==> src/rtl/tdm_scan_mux_if.sv <==
// Channel bus for tdm_scan_mux: data/select/control in, sampled data out.
// master drives D/S/mode/en; slave (the mux) returns Y/ch/valid/wrap.
interface tdm_scan_mux_if #(
    parameter int CHANNELS = 8,
    parameter int WIDTH    = 1
);
    localparam int SEL_W = $clog2(CHANNELS);

    logic [CHANNELS*WIDTH-1:0] D;
    logic [SEL_W-1:0]          S;
    logic                      mode;
    logic                      en;
    logic [WIDTH-1:0]          Y;
    logic [SEL_W-1:0]          ch;
    logic                      valid;
    logic                      wrap;

    modport master (
        output D, S, mode, en,
        input  Y, ch, valid, wrap
    );

    modport slave (
        input  D, S, mode, en,
        output Y, ch, valid, wrap
    );
endinterface

==> src/rtl/tdm_scan_mux.sv <==
// Time-division scan multiplexer: auto-scans channels with a per-channel
// dwell, or samples a manually selected channel; one-cycle registered output.
module tdm_scan_mux #(
    parameter int CHANNELS = 8,
    parameter int WIDTH    = 1,
    parameter int DWELL    = 1
) (
    input logic          clk,
    input logic          rst,
    tdm_scan_mux_if.slave bus
);
    localparam int SEL_W  = $clog2(CHANNELS);
    localparam int DCNT_W = $clog2(DWELL + 1);

    localparam logic [SEL_W-1:0]  PTR_LAST  = SEL_W'(CHANNELS - 1);
    localparam logic [DCNT_W-1:0] DCNT_LAST = DCNT_W'(DWELL - 1);
    localparam logic [SEL_W:0]    NCH       = (SEL_W + 1)'(CHANNELS);

    logic [SEL_W-1:0]  ptr_q, ptr_d;
    logic [DCNT_W-1:0] dcnt_q, dcnt_d;
    logic [WIDTH-1:0]  y_q, y_d;
    logic [SEL_W-1:0]  ch_q, ch_d;
    logic              valid_q, valid_d;
    logic              wrap_q, wrap_d;

    logic [WIDTH-1:0]  auto_data;
    logic [WIDTH-1:0]  man_data;
    logic              s_in_range;

    // Loop mux never indexes past CHANNELS, so out-of-range S reads zero.
    always_comb begin
        auto_data = '0;
        man_data  = '0;
        for (int k = 0; k < CHANNELS; k++) begin
            if (ptr_q == SEL_W'(k)) auto_data = bus.D[k*WIDTH +: WIDTH];
            if (bus.S == SEL_W'(k)) man_data  = bus.D[k*WIDTH +: WIDTH];
        end
    end

    assign s_in_range = ({1'b0, bus.S} < NCH);

    always_comb begin
        ptr_d   = ptr_q;
        dcnt_d  = dcnt_q;
        y_d     = y_q;
        ch_d    = ch_q;
        valid_d = 1'b0;
        wrap_d  = 1'b0;
        if (!bus.mode) begin
            // Manual mode always parks the scanner so auto restarts cleanly.
            ptr_d  = '0;
            dcnt_d = '0;
            if (bus.en) begin
                ch_d    = bus.S;
                y_d     = s_in_range ? man_data : '0;
                valid_d = s_in_range;
            end
        end else if (bus.en) begin
            y_d     = auto_data;
            ch_d    = ptr_q;
            valid_d = 1'b1;
            if (dcnt_q == DCNT_LAST) begin
                dcnt_d = '0;
                if (ptr_q == PTR_LAST) begin
                    ptr_d  = '0;
                    wrap_d = 1'b1;
                end else begin
                    ptr_d = ptr_q + 1'b1;
                end
            end else begin
                dcnt_d = dcnt_q + 1'b1;
            end
        end
    end

    always_ff @(posedge clk) begin
        if (rst) begin
            ptr_q   <= '0;
            dcnt_q  <= '0;
            y_q     <= '0;
            ch_q    <= '0;
            valid_q <= 1'b0;
            wrap_q  <= 1'b0;
        end else begin
            ptr_q   <= ptr_d;
            dcnt_q  <= dcnt_d;
            y_q     <= y_d;
            ch_q    <= ch_d;
            valid_q <= valid_d;
            wrap_q  <= wrap_d;
        end
    end

    assign bus.Y     = y_q;
    assign bus.ch    = ch_q;
    assign bus.valid = valid_q;
    assign bus.wrap  = wrap_q;
endmodule

==> src/flat_wrapper.sv <==
// flat-port wrapper written by rule: the top's interface ports become plain ports
module tdm_scan_mux_flat 
#(
    parameter int CHANNELS = 8,
    parameter int WIDTH    = 1,
    parameter int DWELL    = 1
)
  (clk, rst, bus_D, bus_S, bus_mode, bus_en, bus_Y, bus_ch, bus_valid, bus_wrap);
  tdm_scan_mux_if #(.CHANNELS(CHANNELS), .WIDTH(WIDTH)) bus_i ();
  input logic clk;
  input logic rst;
  input wire logic [$bits(bus_i.D)-1:0] bus_D;
  input wire logic [$bits(bus_i.S)-1:0] bus_S;
  input wire logic [$bits(bus_i.mode)-1:0] bus_mode;
  input wire logic [$bits(bus_i.en)-1:0] bus_en;
  output wire logic [$bits(bus_i.Y)-1:0] bus_Y;
  output wire logic [$bits(bus_i.ch)-1:0] bus_ch;
  output wire logic [$bits(bus_i.valid)-1:0] bus_valid;
  output wire logic [$bits(bus_i.wrap)-1:0] bus_wrap;
  assign bus_i.D = bus_D;
  assign bus_i.S = bus_S;
  assign bus_i.mode = bus_mode;
  assign bus_i.en = bus_en;
  assign bus_Y = bus_i.Y;
  assign bus_ch = bus_i.ch;
  assign bus_valid = bus_i.valid;
  assign bus_wrap = bus_i.wrap;
  tdm_scan_mux #(.CHANNELS(CHANNELS), .WIDTH(WIDTH), .DWELL(DWELL)) u_core (.clk(clk), .rst(rst), .bus(bus_i));
endmodule
==> config.mk <==
export PLATFORM = sky130hd
export DESIGN_NAME = tdm_scan_mux_flat
export DESIGN_NICKNAME = d
export VERILOG_FILES = /design/src/rtl/tdm_scan_mux_if.sv /design/src/rtl/tdm_scan_mux.sv /design/src/flat_wrapper.sv
export SDC_FILE = /design/constraint.sdc
export NUM_CORES = 1
export LEC_CHECK = 0
export CELL_PAD_IN_SITES_DETAIL_PLACEMENT = 0
export CELL_PAD_IN_SITES_GLOBAL_PLACEMENT = 1
export CORE_MARGIN = 3
export CORE_UTILIZATION = 30
export DETAILED_ROUTE_END_ITERATION = 7
export GPL_TIMING_DRIVEN = 0
export PLACE_DENSITY_LB_ADDON = 0.1
export SLEW_MARGIN = 20
export SYNTH_ARGS = -nofsm -noshare
export SYNTH_HDL_FRONTEND = slang
export SYNTH_SLANG_ARGS = --single-unit
==> constraint.sdc <==
create_clock -name clk -period 2.06 [get_ports clk]
set_clock_uncertainty 0.2 [all_clocks]
set_input_delay 0.412 -clock clk [delete_from_list [all_inputs] [get_ports clk]]
set_output_delay 0.412 -clock clk [all_outputs]
set_load 0.01 [all_outputs]
=== Word level (Yosys, flattened, before mapping) ===
Cells that the tools add are included.

* Output and inout port bits: 6
* Word-level logic and storage cells: 56
* ROM bits: 0
* Bits in registers: 10
* Input bits: 15
* Memories: 0
* Bits in writable memories: 0
* Latch bits: 0

* Divide/modulo/power cells: 0
* Shift-type cells: 0
* Reduce and logical (&&, ||, !) cells: 5
* Add/sub/neg operators: 2
* Mux-type cells: 26
* Bitwise logic cells: 3
* $lt $le $gt $ge: 0
* Equality and inequality tests: 14
* Multipliers: 0

{| class="wikitable"
|+ Operator list
! cell !! number
|-
| 3-bit == test (second input constant) || 8
|-
| 1-bit two-way mux || 22
|-
| 3-bit by 2-bit == test with 1-bit output (second input constant) || 4
|-
| 3-bit two-way mux || 4
|-
| 3-bit by 1-bit == test with 1-bit output (second input constant) || 2
|-
| 3-bit zero test || 2
|-
| 4-bit OR reduction || 1
|-
| 3-bit by 1-bit adder with 3-bit output (second input constant) || 1
|-
| 1-bit inverter || 3
|-
| 2-bit AND reduction || 1
|-
| 2-bit OR reduction || 1
|-
| 1-bit adder (second input constant) || 1
|}

=== Logic depth before layout (Yosys ltp) ===
* Depth after elaboration: 11
* Gate-level depth with buffers: 6
* Mapped depth without buffers: 6

=== Worst setup path after synthesis ===
OpenSTA, ideal clock, no wires.

* Kind: reg2reg
* Start: register u_core.ptr_q[0]
* End: register u_core.y_q (netlist: u_core.bus.Y)
* Path buffers: 0
* Setup slack: 0.401 ns
* Cell stages (with the launch flop): 7
* Arrival time: 1.330 ns
* Clock period less this slack: 1.659 ns
* Path through: dfxtp_1 > inv_1 > ha_1 > a21oi_1 > o221ai_1 > a211oi_1 > o221ai_2

* Word-level cells in the longest chain between the ends: 11
* Elaborated cells between the ends (all ways): 18
* Classes of those cells: eq/ne: 7; mux: 10; reduce/logical: 1

{| class="wikitable"
|+ RTL lines
! element !! RTL line !! source
|-
| start: declaration || tdm_scan_mux.sv:19 || <nowiki>logic [SEL_W-1:0] ptr_q, ptr_d;</nowiki>
|-
| start signal: assignment || tdm_scan_mux.sv:85 || <nowiki>ptr_q <= ptr_d;</nowiki>
|-
| 3-bit zero test || tdm_scan_mux.sv:35 || <nowiki>if (ptr_q == SEL_W'(k)) auto_data = bus.D[k*WIDTH +: WIDTH];</nowiki>
|-
| 1-bit two-way mux (7 in series) || tdm_scan_mux.sv:35 ||
|-
| 1-bit two-way mux (*) || tdm_scan_mux.sv:35 ||
|-
| 1-bit two-way mux (*) || tdm_scan_mux.sv:58 || <nowiki>end else if (bus.en) begin</nowiki>
|-
| 1-bit two-way mux (*) || tdm_scan_mux.sv:49 || <nowiki>if (!bus.mode) begin</nowiki>
|-
| end signal: assignment || tdm_scan_mux.sv:87 || <nowiki>y_q <= y_d;</nowiki>
|-
| end: declaration || tdm_scan_mux.sv:21 || <nowiki>logic [WIDTH-1:0] y_q, y_d;</nowiki>
|}

Every way passes the cells marked *; elsewhere a longest branch is shown, timed or not. The select of a mux whose other input is x is not followed.
A chain may end at the register's enable or synchronous reset.

=== Worst setup path in the final report ===
* Start: input bus_S[1]
* End: register u_core.y_q (netlist: u_core.bus.Y)

* Word-level cells in the longest chain between the ends: 11
* Elaborated cells between the ends (all ways): 18
* Classes of those cells: eq/ne: 7; mux: 10; reduce/logical: 1

{| class="wikitable"
|+ RTL lines
! element !! RTL line !! source
|-
| start: declaration || flat_wrapper.sv:13 || <nowiki>input wire logic [$bits(bus_i.S)-1:0] bus_S;</nowiki>
|-
| 3-bit zero test || tdm_scan_mux.sv:36 || <nowiki>if (bus.S == SEL_W'(k)) man_data = bus.D[k*WIDTH +: WIDTH];</nowiki>
|-
| 1-bit two-way mux (7 in series) || tdm_scan_mux.sv:36 ||
|-
| 1-bit two-way mux (*) || tdm_scan_mux.sv:36 ||
|-
| 1-bit two-way mux (*) || tdm_scan_mux.sv:53 || <nowiki>if (bus.en) begin</nowiki>
|-
| 1-bit two-way mux (*) || tdm_scan_mux.sv:49 ||
|}

Marked as above.

==> results.py <==
metrics = {
    "sta": {
        "worstMarginPinSlew_ps": 295.4,
        "maxSlewHeadroom": 0.8019,
        "rsz0062_at_grt": "no",
        "maxSlewViolCount": 0,
        "setup_viol": 0,
        "min_period_ps": 1895,
        "timing.fmax_mhz": 527.7,
        "post-route-period-util": 0.9199,
        "finalHoldViolCount": 0,
    },
    "routing": {
        "drc_errors": 0,
        "antenna_left": 0,
        "wire_per_inst_um": 12.44,
        "dr_total_vias": 535,
        "vias_per_cell": 4.652,
        "wl_met2_um": 612,
        "drt_iter0_markers": 4,
        "topRoutingLayerUsed": "met3",
        "dr.pass1.iters": 4,
        "routed_wl_mm": 1.431,
        "wl_met1_um": 700,
        "routed-wl-met3_um": 118,
    },
    "grt": {
        "track_usage": 0.1242,
        "grt_pass1_wl_mm": 2.332,
        "grt_pass1_vias": 511,
        "grt-ovfl-total": 0,
        "antenna_found_initial": 0,
        "grt_max_degree": 11,
    },
    "final_layout": {
        "final_common_cell": "clkdlybuf4s50_1",
        "fillers": 192,
        "layout_common_cells": "19 x clkdlybuf4s50_1, 9 x nor2_1, 9 x dfxtp_1",
        "instances_no_fill": 115,
        "layout.nets": 112,
        "ff_latch_area_um2": 180.2,
        "drive_gt1_frac": 0.1000,
        "synthToLayoutAreaGrowth_pct": 41.46,
        "num_antenna_cells": 0,
        "multi_input_area_um2": 391.6,
        "postLayoutCellArea_um2": 849.6,
    },
    "setup_path": {
        "required_ps": 2010,
        "crit_type": "primary input to flop",
        "r2r-start": "u_core.ptr_q[0]",
        "path_delay_family": "buffers and inverters",
        "critPathSlowestCell": "clkdlybuf4s50_1",
        "cp-start-kind": "primary input",
        "r2r_slack_ps": 240,
        "cp-end-kind": "flop",
        "ff2ff_path_depth": 6,
        "cp.buffers_inverters": 1,
        "worst-path-max-fanout": 4,
        "crit_chain": "clkdlybuf4s50_1 -> mux4_2 -> nand2b_1 -> nand4b_1 -> o221ai_2",
        "crit_path_max_incr_delay_ps": 560,
        "crit_arrival_ps": 1840,
        "r2r-end": "u_core.bus.Y",
    },
    "synthesis": {
        "synth_cell_types": 25,
        "synth_nets": 88,
        "synth_cells": 67,
        "synth_flop_cell": "dfxtp_1",
        "async_reset_ff_frac": 0,
        "syn_area_um2": 600.6,
        "yosys_warnings": 0,
        "yosysSeqAreaShare": 0.3000,
        "ys_ff_latch": 9,
        "syn_avg_cell_area_um2": 8.964,
        "synth-edff-count": 0,
    },
    "power_and_ir_drop": {
        "peakVddDrop_uv": 474.3,
        "leakage_nw": 0.3471,
        "p_per_area_mw_per_mm2": 507.2,
    },
    "clock_tree": {
        "cts_hold_buf": 0,
        "ctsResizeCount": 0,
        "root_buffer": "clkbuf_4",
        "post_cts_buffers": 0,
        "cts.sinks": 9,
        "path_clk_slew_ps": 70,
        "cts_buffer_depth": 2,
        "cts_made_buffers": 3,
        "insertion_delay_ps": 260,
        "htreeDepth": 1,
        "cts_tree": "yes",
    },
    "floorplanning": {
        "core_region_area_mm2": 0.001802,
        "die_width_um": 50.74,
        "row_count": 15,
        "dieArea_mm2": 0.002575,
        "die_h_um": 50.74,
        "initial_utilization": 0.3333,
        "pin_count": 21,
    },
    "place": {
        "dp_hpwl_mm": 1.179,
        "place_inst": 111,
        "portBuffers": 19,
        "placed_area_um2": 822.0,
        "routabilityCongestion": 0.7281,
    },
    "min_path": {
        "hold_path.class": "flop to flop",
        "worst_hold_path.endpoint": "u_core.bus.ch[0]",
        "hold_path_depth": 2,
        "hp-start": "u_core.bus.ch[0]",
    },
    "flow_run": {
        "maxCapViolCount": 0,
    },
    "run_status": {
        "outcome": "complete, no violations",
    },
}
worst max-delay path by stage:
| stage | start | end | slack [ps] | depth (start not counted) |
|---|---|---|---|---|
| global route | u_core.ptr_q[0] | u_core.bus.Y | 120 | 6 |
| floorplan | u_core.ptr_q[0] | u_core.bus.Y | 400 | 6 |
| detailed placement | bus_S[1] | u_core.bus.Y | -100 | 5 |
| global placement | bus_S[1] | u_core.bus.Y | -130 | 5 |
| CTS | bus_S[1] | u_core.bus.Y | 170 | 5 |
| finish | bus_S[1] | u_core.bus.Y | 170 | 5 |
layout make-up:
class	count	area share
clock inverter	1	0.005891
multi-input combinational	51	0.4610
timing repair buffer	19	0.2239
buffer	2	0.01178
sequential	9	0.2121
inverter	5	0.02209
clock buffer	3	0.02651
tap	25	0.03682
sequential cells by signal, summed over array words and instances, names as in the netlist:
signal            count
u_core.bus.ch         3
u_core.ptr_q          3
u_core.bus.Y          1
u_core.bus.valid      1
u_core.bus.wrap       1
routing by layer:
layer	vias up	track usage
met5	-	0
met4	0	0.01345
met3	0	0.07122
met2	14	0.1913
met1	233	0.1547
li1	288	-
synthesized netlist by cell type (2+ instances only):
library cell,number,area [µm²]
inv_1,5,18.77
nor2_1,9,33.78
dfxtp_1,9,180.2
mux2i_1,7,70.07
a211oi_1,6,45.04
nand2_1,2,7.510
nor2b_1,2,12.51
ha_1,6,75.07
nand2b_1,3,18.77
a21oi_1,3,15.01
metrics by stage:
| stage | setup slack (ps) | total power [mW] | util | setup TNS, ps | hold WS (ps) |
|---|---|---|---|---|---|
| 2_1_floorplan | 401.4 | 0.2419 | - | 0 | 284.8 |
| 3_3_place_gp | -125.5 | 0.2971 | 0.4563 | -125.5 | 278.2 |
| 3_5_place_dp | -102.8 | 0.2970 | 0.4563 | -102.8 | 281.4 |
| 4_1_cts | 173.0 | 0.4381 | 0.4715 | 0 | 291.2 |
| 5_1_grt | 116.4 | 0.4612 | 0.4715 | 0 | 319.8 |
| 6_report | 165.0 | 0.4309 | 0.4715 | 0 | 288.1 |
cell families after synthesis:
family / after synthesis / synth area share
AND/OR/NAND/NOR: 23 / 0.2000
adder cells (fa/ha/maj): 6 / 0.1250
flip-flops: 9 / 0.3000
AO/OA/AOI/OAI: 14 / 0.1729
buffers and inverters: 7 / 0.04790
multiplexers: 8 / 0.1542
report_power, final:
group	switching, mW	total [mW]	internal (mW)	leakage, nW
Clock	0.0675	0.139	0.0717	0.0177
Combinational	0.0421	0.102	0.0603	0.255
Sequential	0.00655	0.189	0.183	0.0739
Total	0.116	0.431	0.315	0.347
tightest hold or removal path, stage by stage (launching register included):
cell	delay [ps]
dfxtp_1	310
nor2_1	80
a211oi_1	50
No activity file was read; power rests on OpenSTA's default activity.
